**config.mk**
```make
export PLATFORM = sky130hd
export DESIGN_NAME = mem_loader
export DESIGN_NICKNAME = d
export VERILOG_FILES = /design/src/rtl/mem_loader_pkg.sv /design/src/rtl/mem_array.sv /design/src/rtl/mem_loader.sv
export SDC_FILE = /design/constraint.sdc
export NUM_CORES = 1
export LEC_CHECK = 0
export BUFFER_PORTS_ARGS = -buffer_cell sky130_fd_sc_hd__buf_2
export CORE_MARGIN = 1.5
export CORE_UTILIZATION = 62
export DETAILED_ROUTE_END_ITERATION = 8
export PLACE_DENSITY = 0.84
export SETUP_SLACK_MARGIN = 0.2
export SYNTH_ARGS = -nofsm -noshare
export SYNTH_HDL_FRONTEND = slang
export SYNTH_SLANG_ARGS = --single-unit
```
**constraint.sdc**
```tcl
create_clock -name clk -period 4.65 [get_ports clk]
set_input_delay 1.395 -clock clk [delete_from_list [all_inputs] [get_ports clk]]
set_output_delay 1.395 -clock clk [all_outputs]
set_load 0.02 [all_outputs]
```
**src/rtl/mem_loader_pkg.sv**
```systemverilog
// Shared types and defaults for the program-memory loader.
// Holds the FSM state encoding, the default geometry and the depth helper.
package mem_loader_pkg;

  localparam int DEF_ADDR_W        = 6;
  localparam int DEF_DATA_W        = 8;
  localparam int DEF_RELEASE_DELAY = 2;

  typedef enum logic [1:0] {
    ST_LOAD  = 2'd0,
    ST_CLEAR = 2'd1,
    ST_HOLD  = 2'd2,
    ST_RUN   = 2'd3
  } state_t;

  function automatic int depth(input int addr_w);
    return int'(32'd1 << addr_w);
  endfunction

endpackage

```
**src/rtl/mem_array.sv**
```systemverilog
// Program memory: one synchronous write port, one asynchronous read port.
// Contents survive reset so a partial image stays until it is overwritten.
module mem_array
  import mem_loader_pkg::*;
#(
  parameter int ADDR_W = DEF_ADDR_W,
  parameter int DATA_W = DEF_DATA_W
) (
  input  logic              clk,
  input  logic              we,
  input  logic [ADDR_W-1:0] waddr,
  input  logic [DATA_W-1:0] wdata,
  input  logic [ADDR_W-1:0] raddr,
  output logic [DATA_W-1:0] rdata
);

  localparam int DEPTH = depth(ADDR_W);

  logic [DATA_W-1:0] mem_r [DEPTH];

  // Storage write; deliberately no reset on the array
  always_ff @(posedge clk) begin
    if (we) begin
      mem_r[waddr] <= wdata;
    end
  end

  assign rdata = mem_r[raddr];

endmodule

```
**src/rtl/mem_loader.sv**
```systemverilog
// Streams a program image into memory while holding the CPU in reset,
// zero-fills the unloaded tail, waits a settle interval, then serves the CPU.
module mem_loader
  import mem_loader_pkg::*;
#(
  parameter int ADDR_W        = DEF_ADDR_W,
  parameter int DATA_W        = DEF_DATA_W,
  parameter int RELEASE_DELAY = DEF_RELEASE_DELAY
) (
  input  logic              clk,
  input  logic              reset,
  input  logic              ld_valid,
  input  logic [DATA_W-1:0] ld_data,
  input  logic              ld_last,
  output logic              ld_ready,
  input  logic [ADDR_W-1:0] adr_bus,
  input  logic              rd_mem,
  input  logic              wr_mem,
  input  logic [DATA_W-1:0] cpu_wdata,
  output logic [DATA_W-1:0] cpu_rdata,
  output logic              cpu_reset,
  output logic              load_done,
  output logic [ADDR_W:0]   load_count
);

  localparam logic [ADDR_W:0]   COUNT_ONE  = (ADDR_W+1)'(1);
  localparam logic [ADDR_W:0]   FULL_COUNT = COUNT_ONE << ADDR_W;
  localparam logic [ADDR_W-1:0] ADDR_ONE   = ADDR_W'(1);
  localparam logic [ADDR_W-1:0] LAST_ADDR  = {ADDR_W{1'b1}};
  localparam logic [3:0]        HOLD_LAST  = 4'(RELEASE_DELAY - 1);

  state_t            state_r, state_s;
  logic [ADDR_W:0]   load_count_r, load_count_s;
  logic [ADDR_W-1:0] fill_ptr_r, fill_ptr_s;
  logic [3:0]        hold_cnt_r, hold_cnt_s;
  logic              ld_ready_r, load_done_r, cpu_reset_r;
  logic              accept_s;
  logic              mem_we_s;
  logic [ADDR_W-1:0] mem_waddr_s;
  logic [DATA_W-1:0] mem_wdata_s;
  logic [DATA_W-1:0] mem_rdata_s;

  // Next-state, counters and the state-owned memory write port
  always_comb begin
    state_s      = state_r;
    load_count_s = load_count_r;
    fill_ptr_s   = fill_ptr_r;
    hold_cnt_s   = hold_cnt_r;
    accept_s     = 1'b0;
    mem_we_s     = 1'b0;
    mem_waddr_s  = load_count_r[ADDR_W-1:0];
    mem_wdata_s  = ld_data;
    case (state_r)
      ST_LOAD: begin
        accept_s    = ld_valid && ld_ready_r;
        mem_we_s    = accept_s;
        mem_waddr_s = load_count_r[ADDR_W-1:0];
        mem_wdata_s = ld_data;
        if (accept_s) begin
          load_count_s = load_count_r + COUNT_ONE;
          // A full image skips the tail fill entirely
          if (load_count_s == FULL_COUNT) begin
            state_s    = ST_HOLD;
            hold_cnt_s = 4'd0;
          end else if (ld_last) begin
            state_s    = ST_CLEAR;
            fill_ptr_s = load_count_s[ADDR_W-1:0];
          end else begin
            state_s = ST_LOAD;
          end
        end else begin
          state_s = ST_LOAD;
        end
      end
      ST_CLEAR: begin
        mem_we_s    = 1'b1;
        mem_waddr_s = fill_ptr_r;
        mem_wdata_s = {DATA_W{1'b0}};
        if (fill_ptr_r == LAST_ADDR) begin
          state_s    = ST_HOLD;
          hold_cnt_s = 4'd0;
        end else begin
          fill_ptr_s = fill_ptr_r + ADDR_ONE;
        end
      end
      ST_HOLD: begin
        if (hold_cnt_r == HOLD_LAST) begin
          state_s = ST_RUN;
        end else begin
          hold_cnt_s = hold_cnt_r + 4'd1;
        end
      end
      ST_RUN: begin
        mem_we_s    = wr_mem;
        mem_waddr_s = adr_bus;
        mem_wdata_s = cpu_wdata;
      end
      default: begin
        state_s = ST_LOAD;
      end
    endcase
  end

  // State and registered status outputs, all derived from the next state
  always_ff @(posedge clk or negedge reset) begin
    if (!reset) begin
      state_r      <= ST_LOAD;
      load_count_r <= {(ADDR_W+1){1'b0}};
      fill_ptr_r   <= {ADDR_W{1'b0}};
      hold_cnt_r   <= 4'd0;
      ld_ready_r   <= 1'b0;
      load_done_r  <= 1'b0;
      cpu_reset_r  <= 1'b0;
    end else begin
      state_r      <= state_s;
      load_count_r <= load_count_s;
      fill_ptr_r   <= fill_ptr_s;
      hold_cnt_r   <= hold_cnt_s;
      ld_ready_r   <= (state_s == ST_LOAD);
      load_done_r  <= (state_s == ST_HOLD) || (state_s == ST_RUN);
      cpu_reset_r  <= (state_s == ST_RUN);
    end
  end

  mem_array #(
    .ADDR_W (ADDR_W),
    .DATA_W (DATA_W)
  ) u_mem (
    .clk   (clk),
    .we    (mem_we_s),
    .waddr (mem_waddr_s),
    .wdata (mem_wdata_s),
    .raddr (adr_bus),
    .rdata (mem_rdata_s)
  );

  // Read data is pre-write contents when a CPU write hits the same address
  assign cpu_rdata  = ((state_r == ST_RUN) && rd_mem) ? mem_rdata_s : {DATA_W{1'b0}};
  assign ld_ready   = ld_ready_r;
  assign load_done  = load_done_r;
  assign cpu_reset  = cpu_reset_r;
  assign load_count = load_count_r;

endmodule

```
* Word-level counts from Yosys, hierarchy flattened
Memories as Yosys holds them, arrays and structs flattened. Index checks and enable logic that the tools add are counted.
Storage, ports and cells: memories 1, flip-flop bits (word level) 22, memory bits (writable) 512
Cells by class: equality and inequality tests 15, add/sub/neg operators 3, reduce and logical (&&, ||, !) cells 10, mux-type cells 22
Memories:
- u_mem.mem_r | words 64, width 8, rd ports 1, clocked after Yosys merged registers in 0, wr ports 1, line mem_array.sv:19 | logic [DATA_W-1:0] mem_r [DEPTH];
Operator list (number):
- $mux 6 | 4
- $pmux 6 s2 | 2
- $mux 4 | 4
- $pmux 8 s2 | 1
- $ne 2x2->1 const B | 7
- $pmux 4 s3 | 1
- $reduce_and 5->1 | 2
- $eq 2x2->1 const B | 4
- $mux 2 | 4
- $mux 8 | 1
- $add 7x1->7 const B | 1
- $eq 7x7->1 const B | 1
- $add 6x1->6 const B | 1
- $eq 6x6->1 const B | 1
- $pmux 2 s3 | 1
- $add 4x1->4 const B | 1
- $eq 4x1->1 const B | 1
- $logic_not 2->1 | 2
- $mux 1 | 3
- $pmux 1 s3 | 1
- $reduce_bool 3->1 | 1
- $eq 2x1->1 const B | 1
- $logic_and 1x1->1 | 2
- $reduce_and 2->1 | 1
- 2 further kinds | 2

* Logic depth before layout (Yosys ltp)
Gate-level depths: netlist of the first run.
depth after elaboration 7, mapped depth 9

* By module
From an unflattened synthesis of the first run, not the netlist that was laid out.
Unflattened totals: cells, all modules 1126, area total of the unflattened synthesis 21564.4 um^2
Modules (own cells, without submodules):
- mem_array | area an instance 20006.7 um^2, times used 1, cells each 932, sequential area each 15374.7 um^2
- mem_loader | area an instance 1557.7 um^2, times used 1, cells each 194, sequential area each 525.5 um^2

* Least setup slack after synthesis of the first run
Ideal clock, no wire load.
kind input to register, start point input ld_data[0], end point memory u_mem.mem_r[0][0] (netlist name) (data pin), arrival 3.944 ns, stages on the path 2, required time 3.948 ns, setup time 0.702 ns, setup slack 0.005 ns, buffers on the path 0, path through inv_1 > o21ai_0
On the way: longest elaborated chain between the ends 1
RTL lines:
- start: declaration | line mem_loader.sv:13 | input logic [DATA_W-1:0] ld_data,
- $pmux 8 s2 | line mem_loader.sv:53 | case (state_r)
- named net mem_wdata_s[0] | line mem_loader.sv:40 | logic [DATA_W-1:0] mem_wdata_s;
- end: declaration | line mem_array.sv:19
The timed path passes the listed nets, and every way through them passes these cells.

* Worst setup path in the final report of the first run
start point input adr_bus[0], end point output cpu_rdata[2]
On the way: longest elaborated chain between the ends 2
RTL lines:
- start: declaration | line mem_loader.sv:16 | input logic [ADDR_W-1:0] adr_bus,
- $mem_v2 64x8
- $mux 8 | line mem_loader.sv:138 | assign cpu_rdata = ((state_r == ST_RUN) && rd_mem) ? mem_rdata_s : {DATA_W{1'b0}};
- end: declaration | line mem_loader.sv:20 | output logic [DATA_W-1:0] cpu_rdata,
No other way between the ends.

==> results of run 1 <==
kinds of logic (layout without fill, tap and decap cells):
family | count (synthesis) | after routing | synth area share [%]
simple gates | 220 | 220 | 4.53
fa+ha+maj | 4 | 4 | 0.232
flops | 533 | 533 | 73.8
xor+xnor | 11 | 11 | 0.447
compound gates | 104 | 104 | 2.97
mux | 175 | 175 | 16.1
other cells | 0 | 1 | 0
buf+inv | 73 | 325 | 1.96
flip-flops by register name, indices dropped and copies added, names as in the netlist, named ones only:
register     count
u_mem.mem_r    512
load_count       7
fill_ptr_r       6
hold_cnt_r       4
cpu_reset        1
ld_ready         1
load_done        1
Yosys cell counts, drive strengths merged, types with 11 or more instances:
library cell | count | share of area, %
a211oi | 14 | 0.49
a21oi | 33 | 0.77
buf | 45 | 1.5
clkbuf | 16 | 0.28
dfrtp | 21 | 2.4
edfxtp | 512 | 71
inv | 12 | 0.21
mux2i | 38 | 1.8
mux4 | 132 | 14
nand2 | 56 | 0.98
nand3 | 12 | 0.28
nor2 | 97 | 1.7
nor2b | 11 | 0.32
nor3 | 18 | 0.42
o21ai | 27 | 0.64
power groups by stage:
stage          sequential, mW  combinational (mW)  clock [mW]
6_report                 5.28               0.705        4.08
2_1_floorplan            5.39               0.323           0
5_1_grt                  5.28               0.725        4.26
3_3_place_gp             5.38               0.533           0
3_5_place_dp             5.38               0.552           0
4_1_cts                  5.28               0.642        4.05
metrics by stage:
| step | setup WS (ns) | total power, mW | TNS [ns] | cells | instance area (um^2) |
|---|---|---|---|---|---|
| 2_1_floorplan | 0.291 | 5.71 | 0 | 1120 | 21500 |
| 3_3_place_gp | -0.278 | 5.92 | -0.934 | 1704 | 23300 |
| 3_5_place_dp | -0.326 | 5.94 | -1.50 | 1704 | 23300 |
| 4_1_cts | 0.0421 | 9.97 | 0 | 1819 | 25600 |
| 5_1_grt | -0.130 | 10.3 | -0.512 | 1828 | 25800 |
| 6_report | -0.0981 | 10.1 | -0.353 | 1828 | 25800 |
worst max-delay path, cell delays in order:
cell,delay (ns)
buf_16,0.14
buf_16,0.14
buf_4,0.12
mux4_2,0.51
mux2i_1,0.23
buf_4,0.17
a211oi_1,0.10
a21oi_2,0.26
o22ai_4,0.11
buf_6,0.15
layout make-up:
| cell class | count | area (um^2) |
|---|---|---|
| tap | 455 | 569 |
| sequential | 533 | 15900 |
| clock inverter | 27 | 290 |
| inverter | 12 | 45.0 |
| antenna | 1 | 2.50 |
| timing repair buffer | 225 | 2130 |
| clock buffer | 61 | 1310 |
| fill | 1698 | 8530 |
| multi-input combinational | 514 | 5590 |
path summary, 6_finish.rpt:
kind                                    start  slack [ns]                 end
worst max register to register       register        1.63  u_mem.mem_r[16][6]
min in group asynchronous               reset        0.79       load_count[1]
worst min register to register  load_count[6]        0.56       load_count[6]
worst min-delay path            load_count[6]        0.56       load_count[6]
worst max-delay path               adr_bus[0]        -0.1        cpu_rdata[2]
max in group asynchronous               reset        3.52       load_count[5]
repair_timing:
action / in CTS / in global routing
pin swaps: 16 / 9
buffers inserted: 20 / 6
hold buffers: 0 / 0
gates resized for setup: 86 / 30
gates cloned: 7 / 2
setup endpoints to repair: 8 / 8
routing by layer:
layer,up-vias,GRT usage [%],part of all wire (%)
met4,2,17.3,6.6
met3,278,5.78,11
met5,-,0,0.024
met2,1161,52.4,49
li1,4953,-,-
met1,6482,43.0,33
==> metrics.csv, run 1 <==
metric,value,unit
outcome,"complete, but fails checks",
failing checks,"DRC, setup timing",
ys flop type,edfxtp_1,
sequential fraction of the synthesis area,73.8,%
CP Data Required Time,3.25,ns
Starting Density,62.7,%
"Hold Violations, Final",0,
first-pass GRT wire length,83600,um
CTS sink count,533,
slew margin rel.,27.0,%
Layout Utilization,75.2,%
PortBufs,45,
Final WS setup,-0.0981,ns
final period utilization,102,%
die width,189,um
Post-Syn Nets,1152,
number of synthesized register bits,533,
Mapped Cells,1120,
layout overhead on the synthesized area,19.9,%
Die ar.,35900,um^2
Worst-Margin Slew,1.09,ns
Finish-stage setup viols,6,
Clock Latency Late Sink,0.58,ns
Critical Path End Type,primary output,
"CTS clk-pin slew, worst paths",0.06,ns
Post-synth EDFFs,512,
# nets final,1368,
worst hold path type,reg -> reg,
P_sw,2.15,mW
Cell Pwr Density,390,nW/um^2
share of cells above drive strength 1,35.3,%
total track usage,32.5,%
wire per inst,32.4,um
clk_skew,0.0223,ns
drt total wl,59200,um
Initial DRT Pass Iterations,9,
Comb pwr share,7.0,%
number of DRC markers in iteration 0,1958,
H-tree Lvls,2,
fraction of registers with async set/reset,3.94,%
Root Buffer Master,clkbuf_16,
P_int,7.92,mW
RSZ-0062 raised after global routing,true,
Fmax,211,MHz
Max VDD drop,0.325,mV
Leakage,8.81,nW
drt via density,7.04,
CTS tree,yes,
Post-Syn Area,21500,um^2
"most common cell after layout, fill and taps aside",edfxtp_1,
vias in the first global route,12800,
Clk pwr share,40.5,%
Antenna Violating Nets Remaining,0,
DRC violations left,2,
Fin Hold WS,0.563,ns
GRT overflow,0,
Sw Share,21.4,%
Synth Area per Inst,19.2,um^2
Clock Path Buffers,3,
FF-to-FF path depth,8,
IO Pins,46,
CTS Buf Count,50,
Die Height,189,um
most frequent cells in the layout,"edfxtp_1 (512), buf_4 (147), mux4_2 (127), nor2_1 (97), nand2_1 (55)",
post-DP HPWL,30800,um
MaxCap Viol Count,0,
critical path type,in -> out,
Hold Path Stages,1,
Rows,68,
minimum clock period,4.75,ns
largest net degree at the start of global routing,65,
Crit Path Max Fanout,6,
Slew Limit Fails,0,
Core Box Area,34400,um^2
initial antenna violation count,2,
CP arrival,3.35,ns
synth unique cells,53,
GPL Wtd Cong,0.834,
vias,12900,
Worst setup SP type,input pin,
Syn. warnings,0,
part of the power in registers,52.5,%
(Power assumes the default switching activity.)
==> run 2: changes to the inputs <==
--- a/config.mk
+++ b/config.mk
@@ -5,6 +5,7 @@
 export SDC_FILE = /design/constraint.sdc
 export NUM_CORES = 1
 export LEC_CHECK = 0
+export ABC_AREA = 1
 export BUFFER_PORTS_ARGS = -buffer_cell sky130_fd_sc_hd__buf_2
 export CORE_MARGIN = 1.5
 export CORE_UTILIZATION = 62
==> run 2 against run 1 <==
The flow now finishes without violations. Global-route usage decreased by 2.1 points. Synthesized cell count increased by 77%. Die area increased by 4.1%. Sequential share of layout area decreased by 0.53 points. Cell area increased by 0.87%. Highest routed layer unchanged.
==> metrics.csv, run 2 <==
metric,value,unit
layout overhead on the synthesized area,16.1,%
"most common cell after layout, fill and taps aside",nand2_1,
Finish-stage setup viols,0,
Antenna Violating Nets Remaining,0,
Cell Pwr Density,385,nW/um^2
Initial DRT Pass Iterations,6,
Post-Syn Nets,2015,
Worst-Margin Slew,0.972,ns
vias in the first global route,15700,
CTS sink count,533,
ys flop type,edfxtp_1,
Worst setup SP type,input pin,
Post-Syn Area,22400,um^2
Top reg by flops,u_mem.mem_r,
Root Buffer Master,clkbuf_16,
Clock Latency Late Sink,0.58,ns
die width,193,um
Clock Path Buffers,3,
total power draw,10.0,mW
Hold Path Stages,2,
Mapped Cells,1983,
H-tree Lvls,2,
initial antenna violation count,2,
Die Height,193,um
Core Box Area,35600,um^2
Fmax,220,MHz
"Hold Violations, Final",0,
terminus of the critical flop-to-flop path,u_mem.mem_r[4][3],
top-area cell type share of the netlist area,68.5,%
first-pass GRT wire length,87600,um
Inst Count DP,2452,
Hold EP,fill_ptr_r[0],
hold_sp,fill_ptr_r[0],
Slew Limit Fails,0,
RSZ-0062 raised after global routing,true,
Post-Layout Cell Count,2566,
n_diodes,0,
share of cells above drive strength 1,15.3,%
Leakage,9.74,nW
CTS Buf Count,50,
ranking of synthesized cells by area,"edfxtp_1 (69%), nand2_1 (12%), nand3_1 (9.9%), dfrtp_1 (2.3%), nor2_1 (1.2%)",
worst reg2reg setup slack,1.29,ns
CP Data Required Time,3.25,ns
GRT overflow,0,
fraction of registers with async set/reset,3.94,%
"worst slack, placed",-0.00727,ns
DR top layer,met5,
GPL Wtd Cong,0.862,
synth unique cells,38,
sequential fraction of the synthesis area,70.9,%
wire per inst,24.7,um
outcome,completed,
Fin Hold WS,0.530,ns
dominant cell type by area after synthesis,edfxtp_1,
Rows,69,
critical path type,in -> out,
drt via density,6.58,
Max VDD drop,0.345,mV
Critical Path End Type,primary output,
most frequent cell after synthesis,nand2_1,
number of DRC markers in iteration 0,2825,
Synth Area per Inst,11.3,um^2
Final WS setup,0.107,ns
most frequent cells in the layout,"nand2_1 (690), edfxtp_1 (512), nand3_1 (399), nor2_1 (70), clkbuf_16 (64)",
DR WL met3,8560,um
number of synthesized register bits,533,
drt total wl,63300,um
CP arrival,3.15,ns
post-DP HPWL,34600,um
PortBufs,45,
Die ar.,37300,um^2
slew margin rel.,35.2,%
Largest register FFs,512,
Starting Density,63.1,%
FF-to-FF path depth,8,
Post-synth top cells,"nand2_1 (699), edfxtp_1 (512), nand3_1 (443)",
largest net degree at the start of global routing,52,
MaxCap Viol Count,0,
Syn. warnings,0,
# nets final,2098,
Layout Utilization,73.3,%
Crit Path Max Fanout,11,
"CTS clk-pin slew, worst paths",0.06,ns
Post-synth EDFFs,512,
Met2 Wirelength,29200,um
final period utilization,97.7,%
IO Pins,46,
worst hold path type,reg -> reg,
minimum clock period,4.54,ns
total track usage,30.4,%
DRC violations left,0,
hold_buf cts,0,
clk_skew,0.0291,ns
CTS tree,yes,
vias,16900,
Met1 Wirelength,21600,um
[run 2: stage by stage]
stage / TNS, ns / instance area, um^2
floorplan: 0 / 22400
global placement: 0 / 23500
detailed placement: -0.00727 / 23500
CTS: 0 / 25400
global route: 0 / 26100
finish: 0 / 26100
[run 2: critical path: stages]
cell       delay (ns)
buf_16           0.16
buf_16           0.17
clkbuf_16        0.17
nand2_1          0.06
nand3_2          0.11
nand3_2          0.12
nand2_2          0.18
nand2_1          0.10
nand3_2          0.14
nand3_2          0.11
a21oi_2          0.15
buf_4            0.14
buf_4            0.12
[run 2: how the worst max path moves through the flow]
stage	start	slack, ns	end	cells past startpoint
2_1_floorplan	adr_bus[0]	0.54	cpu_rdata[1]	12
3_3_place_gp	adr_bus[0]	0.04	cpu_rdata[3]	13
3_5_place_dp	adr_bus[0]	-0.007	cpu_rdata[2]	13
4_1_cts	adr_bus[0]	0.18	cpu_rdata[7]	13
5_1_grt	adr_bus[0]	0.06	cpu_rdata[3]	13
6_report	adr_bus[0]	0.11	cpu_rdata[3]	13
[run 2: logic make-up (layout without fill, tap and decap cells)]
group,count (synthesis),in the layout,share of synthesized area [%]
AND/OR/NAND/NOR,1250,1250,24.2
flip-flops,533,533,70.9
buffers and inverters,144,266,3.02
AO/OA/AOI/OAI,43,43,1.36
XOR/XNOR,9,9,0.351
adder cells (fa/ha/maj),4,4,0.223
[run 2: area by class of cell]
type / count / area [um^2]
flip-flops and latches: 533 / 15900
repair inverters: 2 / 28.8
well taps: 461 / 577
repair buffers: 142 / 1700
fillers: 2035 / 9510
clock buffers: 69 / 1340
clock inverters: 22 / 205
multi-input cells: 1306 / 6140
inverters: 31 / 166
[run 2: where the power goes]
| group | switching, mW | internal [mW] |
|---|---|---|
| Sequential | 0.000570 | 5.27 |
| Clock | 1.72 | 2.24 |
| Combinational | 0.561 | 0.250 |
[run 2: layer usage]
metal | track usage, % | up-vias
li1 | - | 7097
met1 | 40.3 | 7903
met2 | 48.3 | 1547
met3 | 6.78 | 326
met4 | 14.4 | 4
met5 | 0 | -
[run 2: timing repair]
item / in CTS / in global routing
gates resized for setup: 40 / 75
buffers inserted: 2 / 3
cloned: 3 / 15
endpoints found under the setup margin: 8 / 8
pin swaps: 5 / 20
==> run 3: changes to the inputs <==
--- a/config.mk
+++ b/config.mk
@@ -6,7 +6,7 @@
 export NUM_CORES = 1
 export LEC_CHECK = 0
 export ABC_AREA = 1
-export BUFFER_PORTS_ARGS = -buffer_cell sky130_fd_sc_hd__buf_2
+export BUFFER_PORTS_ARGS = -buffer_cell sky130_fd_sc_hd__buf_4
 export CORE_MARGIN = 1.5
 export CORE_UTILIZATION = 62
 export DETAILED_ROUTE_END_ITERATION = 8
==> run 3 against run 2 <==
Power rose by 3.6%. Worst hold slack improved by 0.0085 ns. Clock-buffer cell count decreased by 6. Sequential cell count stayed put. Sequential power about the same. Non-clock buffer count is 20 higher. Global-route usage grew 3.0 points. Wire length is 9.5% higher. First-iteration DRC count rose by 17%. Maximum frequency is 2.3% lower. Critical endpoint is now cpu_rdata[1]. Largest power group unchanged.
==> metrics.csv, run 3 (synthesized netlist as in run 2, its figures left out) <==
metric,value,unit
outcome,completed,
total track usage,33.4,%
vias,17500,
"CTS clk-pin slew, worst paths",0.06,ns
"Hold Violations, Final",0,
number of DRC markers in iteration 0,3318,
Post-Layout Cell Count,2588,
"most common cell after layout, fill and taps aside",nand2_1,
MaxCap Viol Count,0,
drt via density,6.75,
DRC violations left,0,
Top reg by flops,u_mem.mem_r,
Seq. cell area,15900,um^2
Antenna Violating Nets Remaining,0,
Fmax,215,MHz
Inst Count DP,2462,
Clock Path Buffers,3,
CTS tree,yes,
post-DP HPWL,34100,um
Root Buffer Master,clkbuf_16,
Max VDD drop,0.270,mV
Worst setup SP type,input pin,
clk_skew,0.0218,ns
Initial DRT Pass Iterations,8,
Cell Pwr Density,389,nW/um^2
area occupied by multi-input gates,6410,um^2
CP arrival,3.25,ns
FILL cells,1931,
Die ar.,37300,um^2
vias in the first global route,16900,
wire per inst,26.8,um
worst hold path type,reg -> reg,
die width,193,um
initial antenna violation count,1,
most frequent cells in the layout,"nand2_1 (667), edfxtp_1 (512), nand3_1 (367), buf_4 (108), nand3_2 (79)",
# nets final,2119,
Leakage,10.0,nW
first-pass GRT wire length,95200,um
critical path type,in -> out,
Clock Latency Late Sink,0.59,ns
layout overhead on the synthesized area,19.2,%
largest net degree at the start of global routing,66,
GPL Wtd Cong,0.910,
Core Box Area,35600,um^2
share of cells above drive strength 1,19.0,%
Worst-Margin Slew,1.03,ns
Largest register FFs,512,
n_diodes,0,
Critical Path End Type,primary output,
Rows,69,
GRT overflow,0,
Starting Density,63.1,%
PortBufs,45,
Die Height,193,um
CTS Buf Count,52,
slew margin rel.,31.3,%
RSZ-0062 raised after global routing,true,
drt total wl,69300,um
Crit Path Max Fanout,22,
CP Data Required Time,3.25,ns
IO Pins,46,
Finish-stage setup viols,0,
H-tree Lvls,2,
CTS sink count,533,
minimum clock period,4.65,ns
final period utilization,100,%
Slew Limit Fails,0,
Setup TNS Final,0,ns
[run 3: routing by layer]
metal / share of wire (%) / track usage [%]
met3: 15 / 8.00
met5: 0.049 / 0
met2: 46 / 53.1
met1: 32 / 42.1
met4: 7.0 / 20.1
[run 3: final timing paths]
check,cells after the start,from,end,slack [ns]
setup reg to reg,5,register,u_mem.mem_r[58][5],1.18
hold reg to reg,2,fill_ptr_r[5],fill_ptr_r[5],0.54
hold / removal,2,fill_ptr_r[5],fill_ptr_r[5],0.54
min in group asynchronous,1,reset,load_count[4],0.68
setup / recovery,13,adr_bus[0],cpu_rdata[1],0.0009
max in group asynchronous,1,reset,hold_cnt_r[3],3.72
[run 3: layout make-up]
class                           count  share of cell area (%)
Tap cell                          461                    2.16
Clock buffer                       63                    5.10
Sequential cell                   533                    59.5
Clock inverter                     31                    1.19
Timing Repair inverter              1                   0.112
Multi-Input combinational cell   1306                    24.0
Inverter                           31                   0.524
Timing Repair Buffer              162                    7.46
[run 3: repair_timing]
action	in CTS	in global routing
resized for setup	58	112
setup buffers	8	5
hold endpoints to repair	0	0
pin swaps	13	39
setup endpoints to repair	8	8
cloned	10	9
hold buffers	0	0
[run 3: where the power goes]
group,internal [mW],switching (mW)
clock,2.47,1.78
sequential,5.27,0.000644
combinational,0.278,0.605
total,8.01,2.39
[run 3: worst max-delay path, stage by stage]
cell	delay, ns
buf_16	0.16
buf_12	0.17
buf_12	0.17
nand2_1	0.10
nand3_1	0.18
nand3_1	0.17
nand2_2	0.14
nand2_1	0.08
nand3_2	0.10
nand3_2	0.08
a21oi_2	0.18
buf_4	0.17
buf_6	0.11
[run 3: through the flow]
stage          power (mW)  cell area, um^2  utilization [%]  setup slack, ns  hold WS (ns)
6_report             10.4            26700             75.2         0.000881         0.538
2_1_floorplan        5.76            22400                -            0.536         0.485
4_1_cts              10.2            26000             73.1            0.183         0.525
5_1_grt              10.6            26700             75.2           0.0192         0.557
3_3_place_gp         6.00            23700             66.6            0.111         0.507
3_5_place_dp         6.02            23700             66.6           0.0178         0.511
